$ cat config.mk
export PLATFORM = sky130hd
export DESIGN_NAME = vram_slot_arbiter
export DESIGN_NICKNAME = d
export VERILOG_FILES = /design/src/rtl/vram_arb_pkg.sv /design/src/rtl/vram_refresh_timer.sv /design/src/rtl/vram_slot_arbiter.sv
export SDC_FILE = /design/constraint.sdc
export NUM_CORES = 1
export LEC_CHECK = 0
export CAP_MARGIN = 40
export CORE_ASPECT_RATIO = 1.4
export CORE_MARGIN = 5
export CORE_UTILIZATION = 46
export DETAILED_ROUTE_END_ITERATION = 12
export PLACE_DENSITY_LB_ADDON = 0.1
export SETUP_SLACK_MARGIN = 0.3
export SLEW_MARGIN = 20
export SYNTH_ARGS = -nofsm -noshare
export SYNTH_HDL_FRONTEND = slang
export SYNTH_HIERARCHICAL = 1
export SYNTH_SLANG_ARGS = --single-unit
$ cat constraint.sdc
create_clock -name clk -period 2.3 [get_ports clk]
set_input_delay 0.46 -clock clk [delete_from_list [all_inputs] [get_ports clk]]
set_output_delay 0.46 -clock clk [all_outputs]
set_load 0.02 [all_outputs]
$ cat src/rtl/vram_arb_pkg.sv
// Shared types and phase encodings for the VRAM slot arbiter.
package vram_arb_pkg;

  typedef enum logic [1:0] {
    OWN_VDP,
    OWN_AUX,
    OWN_REF
  } owner_t;

  typedef enum logic [1:0] {
    IDLE,
    ISSUE,
    WAIT_BUSY,
    WAIT_DONE
  } state_t;

  localparam logic [1:0] PH_VDP    = 2'b11;
  localparam logic [1:0] PH_SHARED = 2'b00;

endpackage

$ cat src/rtl/vram_refresh_timer.sv
// Cycles-since-refresh counter with due indication and a sticky overdue flag.
module vram_refresh_timer
  import vram_arb_pkg::*;
#(
  parameter int unsigned REFRESH_INTERVAL = 1560
) (
  input  logic clk,
  input  logic reset_n,
  input  logic refresh_i,
  output logic refresh_due_c,
  output logic refresh_overdue_o
);

  localparam int unsigned CNT_MAX = 2 * REFRESH_INTERVAL;
  localparam int unsigned CNT_W   = $clog2(CNT_MAX + 1);

  logic [CNT_W-1:0] cnt_q, cnt_d;
  logic             overdue_q, overdue_d;

  // Saturating count; the flag rises in the same edge the count hits its ceiling.
  always_comb begin
    cnt_d = cnt_q;
    if (refresh_i) begin
      cnt_d = '0;
    end else if (cnt_q != CNT_W'(CNT_MAX)) begin
      cnt_d = cnt_q + CNT_W'(1);
    end
    overdue_d = overdue_q | (cnt_d == CNT_W'(CNT_MAX));
  end

  always_ff @(posedge clk or negedge reset_n) begin
    if (!reset_n) begin
      cnt_q     <= '0;
      overdue_q <= 1'b0;
    end else begin
      cnt_q     <= cnt_d;
      overdue_q <= overdue_d;
    end
  end

  assign refresh_due_c     = (cnt_q >= CNT_W'(REFRESH_INTERVAL));
  assign refresh_overdue_o = overdue_q;

endmodule

$ cat src/rtl/vram_slot_arbiter.sv
// Arbitrates the SDRAM controller between VDP phase slots and one aux master;
// aux borrows the shared (refresh) slot whenever a refresh is not yet due.
module vram_slot_arbiter
  import vram_arb_pkg::*;
#(
  parameter int unsigned REFRESH_INTERVAL = 1560,
  parameter int unsigned ADDR_W           = 23
) (
  input  logic              clk,
  input  logic              reset_n,
  input  logic              vdp_dlclk,
  input  logic              vdp_dhclk,
  input  logic              vdp_we_n,
  input  logic [18:0]       vdp_addr,
  input  logic [7:0]        vdp_wdata,
  output logic [15:0]       vdp_rdata,
  input  logic              aux_req,
  input  logic              aux_we,
  input  logic [ADDR_W-1:0] aux_addr,
  input  logic [7:0]        aux_wdata,
  output logic              aux_ack,
  output logic [15:0]       aux_rdata,
  output logic              mem_read,
  output logic              mem_write,
  output logic              mem_refresh,
  output logic [ADDR_W-1:0] mem_addr,
  output logic [7:0]        mem_din8,
  input  logic              mem_busy,
  input  logic [15:0]       mem_dout16,
  output logic              refresh_overdue
);

  logic [1:0]        phase_q, phase_prev_q;
  logic              vdp_pend_q, vdp_pend_d, shr_pend_q, shr_pend_d;
  state_t            state_q, state_d;
  owner_t            owner_q, owner_d;
  logic              rd_q, rd_d;
  logic              mem_read_q, mem_read_d, mem_write_q, mem_write_d;
  logic              mem_refresh_q, mem_refresh_d;
  logic [ADDR_W-1:0] mem_addr_q, mem_addr_d;
  logic [7:0]        mem_din8_q, mem_din8_d;
  logic [15:0]       vdp_rdata_q, vdp_rdata_d, aux_rdata_q, aux_rdata_d;
  logic              aux_ack_q, aux_ack_d;
  logic              refresh_due;
  logic              slot_edge;

  vram_refresh_timer #(
    .REFRESH_INTERVAL(REFRESH_INTERVAL)
  ) u_timer (
    .clk              (clk),
    .reset_n          (reset_n),
    .refresh_i        (mem_refresh_q),
    .refresh_due_c    (refresh_due),
    .refresh_overdue_o(refresh_overdue)
  );

  assign slot_edge = (phase_q != phase_prev_q);

  // Command pulses are registered on the select edge so they are visible during ISSUE.
  always_comb begin
    state_d       = state_q;
    owner_d       = owner_q;
    rd_d          = rd_q;
    vdp_pend_d    = vdp_pend_q;
    shr_pend_d    = shr_pend_q;
    mem_read_d    = 1'b0;
    mem_write_d   = 1'b0;
    mem_refresh_d = 1'b0;
    mem_addr_d    = mem_addr_q;
    mem_din8_d    = mem_din8_q;
    vdp_rdata_d   = vdp_rdata_q;
    aux_rdata_d   = aux_rdata_q;
    aux_ack_d     = 1'b0;

    case (state_q)
      IDLE: begin
        if (!mem_busy) begin
          if (vdp_pend_q) begin
            vdp_pend_d  = 1'b0;
            owner_d     = OWN_VDP;
            rd_d        = vdp_we_n;
            mem_read_d  = vdp_we_n;
            mem_write_d = !vdp_we_n;
            mem_addr_d  = ADDR_W'(vdp_addr);
            mem_din8_d  = vdp_wdata;
            state_d     = ISSUE;
          end else if (shr_pend_q) begin
            shr_pend_d = 1'b0;
            state_d    = ISSUE;
            if (aux_req && !refresh_due) begin
              owner_d     = OWN_AUX;
              rd_d        = !aux_we;
              mem_read_d  = !aux_we;
              mem_write_d = aux_we;
              mem_addr_d  = aux_addr;
              mem_din8_d  = aux_wdata;
            end else begin
              owner_d       = OWN_REF;
              rd_d          = 1'b0;
              mem_refresh_d = 1'b1;
            end
          end
        end
      end
      ISSUE:     state_d = WAIT_BUSY;
      WAIT_BUSY: if (mem_busy) state_d = WAIT_DONE;
      WAIT_DONE: begin
        if (!mem_busy) begin
          state_d = IDLE;
          if (owner_q == OWN_VDP && rd_q) vdp_rdata_d = mem_dout16;
          if (owner_q == OWN_AUX) begin
            aux_rdata_d = mem_dout16;
            aux_ack_d   = 1'b1;
          end
        end
      end
      default:   state_d = IDLE;
    endcase

    // A fresh slot edge wins over a same-cycle clear.
    if (slot_edge && phase_q == PH_VDP)    vdp_pend_d = 1'b1;
    if (slot_edge && phase_q == PH_SHARED) shr_pend_d = 1'b1;
  end

  always_ff @(posedge clk or negedge reset_n) begin
    if (!reset_n) begin
      phase_q       <= 2'b00;
      phase_prev_q  <= 2'b00;
      vdp_pend_q    <= 1'b0;
      shr_pend_q    <= 1'b0;
      state_q       <= IDLE;
      owner_q       <= OWN_VDP;
      rd_q          <= 1'b0;
      mem_read_q    <= 1'b0;
      mem_write_q   <= 1'b0;
      mem_refresh_q <= 1'b0;
      mem_addr_q    <= '0;
      mem_din8_q    <= '0;
      vdp_rdata_q   <= '0;
      aux_rdata_q   <= '0;
      aux_ack_q     <= 1'b0;
    end else begin
      phase_q       <= {vdp_dlclk, vdp_dhclk};
      phase_prev_q  <= phase_q;
      vdp_pend_q    <= vdp_pend_d;
      shr_pend_q    <= shr_pend_d;
      state_q       <= state_d;
      owner_q       <= owner_d;
      rd_q          <= rd_d;
      mem_read_q    <= mem_read_d;
      mem_write_q   <= mem_write_d;
      mem_refresh_q <= mem_refresh_d;
      mem_addr_q    <= mem_addr_d;
      mem_din8_q    <= mem_din8_d;
      vdp_rdata_q   <= vdp_rdata_d;
      aux_rdata_q   <= aux_rdata_d;
      aux_ack_q     <= aux_ack_d;
    end
  end

  assign mem_read    = mem_read_q;
  assign mem_write   = mem_write_q;
  assign mem_refresh = mem_refresh_q;
  assign mem_addr    = mem_addr_q;
  assign mem_din8    = mem_din8_q;
  assign vdp_rdata   = vdp_rdata_q;
  assign aux_rdata   = aux_rdata_q;
  assign aux_ack     = aux_ack_q;

endmodule

==> results of run 1 <==
-- worst min-delay path by stage --
stage	endpoint	cells after the start	slack, ps
finish	vdp_rdata[7]	1	120
global route	aux_rdata[5]	1	160
CTS	vdp_rdata[12]	1	140
detailed placement	phase_prev_q[0]	0	390
global placement	phase_prev_q[1]	0	390
floorplan	aux_ack	0	160
-- through the flow --
step	instances	utilization	power [mW]	worst slack, ps
3_5_place_dp	626	0.6324	6.320	177.9
6_report	648	0.6827	7.952	416.0
4_1_cts	642	0.6664	7.874	305.1
3_3_place_gp	626	0.6324	6.224	225.8
2_1_floorplan	386	-	4.762	445.0
5_1_grt	648	0.6827	8.428	332.7
-- cells by family after synthesis --
| family | after synthesis |
|---|---|
| DFF | 91 |
| and+or+nand+nor | 147 |
| muxes | 36 |
| buffers and inverters | 36 |
| adders and majority gates | 5 |
| AOI/OAI and AO/OA | 61 |
| xor gates and xnor gates | 10 |
-- power by group through the flow --
stage,combinational [mW],sequential (mW),clock [mW]
floorplan,1.61,3.15,0
global placement,3.52,2.70,0
detailed placement,3.60,2.72,0
CTS,3.62,2.71,1.55
global route,4.00,2.80,1.62
finish,3.73,2.71,1.51
-- cells in the mapped netlist (2+ instances only) --
master    instances  area [µm²]
a22oi_1           4       30.03
o31ai_1           4       30.03
nor3_1           59       295.3
xor2_1            4       35.03
ha_1              5       62.56
buf_2             9       45.04
nand2b_1          3       18.77
nand3_1           9       45.04
a21oi_1           8       40.04
inv_1             6       22.52
xnor2_1           6       52.55
nor2_1           15       56.30
nand2_1           6       22.52
mux2_4           20       300.3
clkbuf_1         16       60.06
mux2_2           15       168.9
buf_6             2       22.52
o22ai_1          28       175.2
buf_12            2       40.04
nand3b_1          4       30.03
nor4_1           28       175.2
o21ai_0          10       50.05
dfrtp_1          91        2277
nor2b_1           7       43.79
or2_2             2       12.51
-- area by class of cell --
type	instances	area (µm²)
Fill cell	760	2968
Tap cell	110	137.6
Multi-Input combinational cell	259	1913
Clock inverter	5	61.31
Timing Repair Buffer	166	1718
Clock buffer	11	252.7
Inverter	6	22.52
Sequential cell	91	2281
-- sequential cells by signal, indices dropped and copies added, names as in the netlist, 2 cells and up --
| register | count |
|---|---|
| aux_rdata | 16 |
| state_q | 2 |
| u_timer/cnt_q | 12 |
| phase_prev_q | 2 |
| vdp_rdata | 16 |
| mem_din8 | 8 |
| owner_q | 2 |
| phase_q | 2 |
| mem_addr | 23 |
-- routing by layer --
metal / global-route usage / up-vias / part of all wire
li1: - / 1728 / -
met1: 0.2522 / 1815 / 0.40
met2: 0.3318 / 144 / 0.52
met3: 0.05829 / 10 / 0.070
met4: 0.05687 / 0 / 0.011
met5: 0 / - / 0
-- worst register-to-register path, delay by kind of cell (launching register included) --
| kind | cells | cell delay [ps] |
|---|---|---|
| DFF | 1 | 440 |
| AOI/OAI and AO/OA | 1 | 90 |
| buffers and inverters | 1 | 210 |
| and+or+nand+nor | 5 | 1010 |
-- repair_timing --
item                                    4_1_cts  5_1_grt
endpoints found under the setup margin        7       34
cloned                                        0        2
pin swaps                                     0        1
setup buffers                                 0        4
resized for setup                             1       15
==> flow_metrics.py, run 1 <==
metrics = {
    "setup_path": {
        "path_buf_inv": 1,
        "critical-path-top-delay-family": "simple AND/OR/NAND/NOR gates",
        "crit_arrival_ps": 2090,
        "critical_path.startpoint": "u_timer/cnt_q[6]",
        "cp.required_ps": 2500,
        "cp_num_cells": 7,
        "cp-start-kind": "flop",
        "path_cells": "nor3_4, a21oi_1, or2_4, nand3b_1, buf_6, nor4_1, nor3_1",
        "regToRegStartpoint": "u_timer/cnt_q[6]",
        "cp-endpoint": "mem_addr[6]",
        "worstPathMaxFanout": 34,
        "slowest_stage": "dfrtp_2",
        "path_class": "reg -> reg",
        "r2r-end": "mem_addr[6]",
        "ff2ff_path_depth": 7,
        "r2r_slack_ps": 420,
        "end_kind": "flop",
        "cpPeakStageDelay_ps": 440,
    },
    "placed_design": {
        "portBuffers": 149,
        "gp_congestion": 0.8154,
        "hpwl_um": 7889,
        "placement.cell_area_um2": 5916,
    },
    "pwr": {
        "pwr-share-seq": 0.341,
        "p_leak_nw": 2.673,
        "cell_internal_pwr_mw": 4.980,
        "p_switching_mw": 2.973,
        "ir_drop_mv": 0.6306,
        "power.share.clock": 0.190,
        "sw_frac_of_total": 0.3738,
        "comb_power_share": 0.469,
        "powerDensity_nw_per_um2": 1245,
    },
    "sta": {
        "setup-tns-final_ps": 0,
        "slew-limit-headroom": 0.6232,
        "rsz0062_at_grt": "no",
        "drv_slew": 0,
        "finalCritPeriodShare": 0.8191,
        "hold_viol_final": 0,
        "min_period_ps": 1884,
        "setup_viol": 0,
        "worst_slew_pin_slew_ps": 565.2,
        "whs_ps": 121.9,
        "fmax_ghz": 0.5308,
        "clock_skew_ps": 9.568,
    },
    "die": {
        "core_area_um2": 9354,
        "die_h_um": 124.9,
        "fp-row-count": 42,
        "ios": 150,
        "die_x_um": 92.10,
        "initial_utilization": 0.4640,
        "dieArea_um2": 11510,
    },
    "job": {
        "cap_violations": 0,
    },
    "synthesis": {
        "synthAdderAreaFrac": 0.01441,
        "synth_top_family_by_area": "simple AND/OR/NAND/NOR gates",
        "seq_area_frac_synth": 0.5246,
        "synth_edf_count": 0,
        "ys_ff_latch": 91,
        "synthCells": 386,
        "yosys.area_share.xor_xnor": 0.02018,
        "syn_nets": 473,
        "synthesis.area_um2": 4340,
        "yosys.area_share.simple": 0.1963,
        "synthArstFlopShare": 1.000,
        "synth.area.mux_share": 0.1104,
        "synth_compound_area_frac": 0.08907,
        "synth_ff_type": "dfrtp_1",
        "yosysWarningCount": 6,
        "synth.avg_cell_area_um2": 11.24,
        "synth_cell_types": 48,
    },
    "detailed_routing": {
        "first_pass_iters": 6,
        "vias": 3697,
        "ant_nets": 0,
        "drt-wirelength-per-cell_um": 18.02,
        "viasPerCell": 5.705,
        "initialDrtViolationCount": 144,
        "wl_um": 11680,
        "drc": 0,
    },
    "cells_and_area": {
        "layout_common_cells": "clkdlybuf4s50_1 (148), dfrtp_1 (88), nor3_1 (58)",
        "nets": 620,
        "drive_gt1_frac": 0.1673,
        "synthToLayoutAreaGrowth_pct": 47.13,
        "num_antenna_cells": 0,
        "layout_commonest_cell": "clkdlybuf4s50_1",
        "fin_area_um2": 6386,
    },
    "cts": {
        "cts_hold_buffers": 0,
        "cts_buffer_depth": 2,
        "insertion_delay_ps": 330,
        "path_clk_slew_ps": 60,
        "cts_tree": "yes",
        "htreeDepth": 3,
        "clock_sinks": 91,
        "cts_buffers": 9,
        "cts-root-buf": "clkbuf_16",
    },
    "grt": {
        "grt_pass1_vias": 3770,
        "grt_overflow": 0,
        "grtUsageTotal": 0.1992,
        "antenna_found_initial": 0,
        "grt_max_degree": 50,
        "grt_pass1_wl_um": 18760,
    },
    "status": {
        "status": "finished, final reports clean",
    },
    "min_path": {
        "hold_path.class": "in -> async",
    },
}
Note: power is estimated with default switching activity, not from simulation.
==> run 2, diff against run 1 <==
- CORE_UTILIZATION: 46 -> 41
- clock period: 2.3 -> 1.6 ns (I/O delays scaled with it)
==> run 2 against run 1 <==
Net effect:
- the run now ends with setup timing left
- routed wire length up 14%
- maximum frequency is 1.6% higher
- first-iteration DRC count is 14% lower
- clock power up 38%
- die area is 11% higher
- sequential share of layout area shrank 4.2 points
- cell area grew 13%
- setup slack got worse by 670 ps
- register-to-register slack lost 670 ps
- combinational power rose by 72%
- critical path type unchanged
- critical endpoint is now mem_din8[7]
==> flow_metrics.py, run 2 (synthesized netlist as in run 1, its figures left out) <==
metrics = {
    "min_path": {
        "hold_path.class": "in -> async",
    },
    "detailed_routing": {
        "drc": 0,
        "vias": 3897,
        "initialDrtViolationCount": 124,
        "ant_nets": 0,
        "drt-wirelength-per-cell_um": 18.37,
        "wl_um": 13340,
        "first_pass_iters": 4,
        "viasPerCell": 5.368,
    },
    "sta": {
        "min_period_ps": 1854,
        "timing.final.ws_setup_ps": -253.7,
        "setup_viol": 66,
        "clock_skew_ps": 11.16,
        "finalCritPeriodShare": 1.159,
        "rsz0062_at_grt": "yes",
        "hold_viol_final": 0,
        "worst_slew_pin_slew_ps": 483.9,
        "drv_slew": 0,
        "fmax_ghz": 0.5395,
        "slew-limit-headroom": 0.6774,
    },
    "setup_path": {
        "cp-start-kind": "flop",
        "crit_arrival_ps": 2070,
        "slowest_stage": "dfrtp_1",
        "cpPeakStageDelay_ps": 390,
        "worstPathMaxFanout": 12,
        "path_cells": "nor3_2, a21oi_1, or2_4, nand3b_1, buf_6, buf_12, nor4_2, nor3_1",
        "path_class": "reg -> reg",
        "path_buf_inv": 2,
        "end_kind": "flop",
        "critical-path-top-delay-family": "simple AND/OR/NAND/NOR gates",
        "cp.required_ps": 1820,
    },
    "placed_design": {
        "hpwl_um": 8564,
        "placement.cell_area_um2": 6414,
        "portBuffers": 149,
        "place_inst": 688,
        "gp_congestion": 0.8055,
    },
    "pwr": {
        "pwr-share-seq": 0.311,
        "p_leak_nw": 3.242,
        "powerDensity_nw_per_um2": 1701,
        "ir_drop_mv": 0.7596,
        "cell_internal_pwr_mw": 7.244,
        "sw_frac_of_total": 0.4122,
        "p_switching_mw": 5.080,
        "power.share.clock": 0.169,
        "comb_power_share": 0.520,
    },
    "cells_and_area": {
        "largest_reg_flops": 23,
        "layout_common_cells": "dfrtp_1 (89), clkdlybuf4s50_1 (80), buf_2 (67)",
        "layout_commonest_cell": "dfrtp_1",
        "nets": 670,
        "fin_area_um2": 7244,
        "synthToLayoutAreaGrowth_pct": 66.91,
        "num_antenna_cells": 0,
        "drive_gt1_frac": 0.4609,
        "final_cells": 726,
    },
    "cts": {
        "cts_tree": "yes",
        "insertion_delay_ps": 340,
        "cts_buffers": 9,
        "cts_hold_buffers": 0,
        "cts_buffer_depth": 2,
        "path_clk_slew_ps": 70,
        "cts-root-buf": "clkbuf_16",
        "clock_sinks": 91,
        "htreeDepth": 3,
    },
    "grt": {
        "grt_overflow": 0,
        "antenna_found_initial": 0,
        "grt_pass1_wl_um": 21890,
        "grt_max_degree": 92,
        "grt_pass1_vias": 4325,
        "grtUsageTotal": 0.2082,
    },
    "die": {
        "fp-row-count": 44,
        "core_area_um2": 10350,
        "ios": 150,
        "dieArea_um2": 12770,
        "die_x_um": 96.96,
        "initial_utilization": 0.4194,
        "die_h_um": 131.7,
    },
    "status": {
        "status": "complete, but fails checks",
        "violations": "setup timing",
    },
    "job": {
        "cap_violations": 0,
    },
}
==> run 2: power groups by stage <==
stage	Sequential (mW)	Clock (mW)	Combinational [mW]
after floorplan	4.55	0	2.58
after global placement	3.81	0	5.77
after detailed placement	3.83	0	5.92
after CTS	3.82	2.14	6.14
after global routing	3.95	2.23	6.90
final	3.83	2.08	6.41
==> run 2: final cells by class <==
class,count,area (µm²)
well taps,138,172.7
inverters,6,25.02
repair buffers,216,1971
flip-flops and latches,91,2280
clock inverters,7,70.07
fillers,774,3105
clock buffers,9,225.2
multi-input cells,259,2501
==> run 2: worst register-to-register path, delay by kind of cell, from the launching register on <==
family	cells	cell delay, ps
AND/OR/NAND/NOR	5	900
flip-flops	1	390
buffers and inverters	2	320
AO/OA/AOI/OAI	1	120
==> run 2: path summary, 6_finish.rpt <==
check | depth (start not counted) | slack, ps | endpoint | start
max | 8 | -250 | mem_din8[7] | u_timer/cnt_q[6]
min | 2 | 20 | u_timer/cnt_q[5] | reset_n
max reg2reg | 8 | -250 | mem_din8[7] | u_timer/cnt_q[6]
min reg2reg | 0 | 420 | phase_prev_q[0] | phase_q[0]
max in group asynchronous | 2 | 1200 | vdp_pend_q | reset_n
min in group clk | 0 | 420 | phase_prev_q[0] | phase_q[0]
==> run 2: repair_timing <==
| item | in CTS | in global routing |
|---|---|---|
| gates cloned | 5 | 1 |
| pin swaps | 21 | 11 |
| setup buffers | 10 | 6 |
| resized for setup | 363 | 27 |
| hold endpoints to repair | 0 | 0 |
| endpoints found under the setup margin | 150 | 89 |
==> run 2: per-stage QoR <==
step                utilization  hold WS (ps)  total power [mW]  setup WS, ps  TNS [ps]
floorplan                     -         24.41             7.126        -151.8     -4552
global placement         0.6197         402.1             9.577        -301.5    -13880
detailed placement       0.6197         406.1             9.748        -319.9    -15130
CTS                      0.6809         38.67             12.10        -183.8     -5778
global route             0.7000         65.73             13.09        -326.5    -13430
finish                   0.7000         24.05             12.32        -253.7     -8387
==> run 2: layer usage <==
| layer | up-vias | routed length (µm) | global-route usage |
|---|---|---|---|
| li1 | 1836 | - | - |
| met1 | 1909 | 5419 | 0.2471 |
| met2 | 131 | 6857 | 0.3598 |
| met3 | 21 | 779 | 0.06194 |
| met4 | 0 | 282 | 0.06870 |
| met5 | - | 0 | 0 |
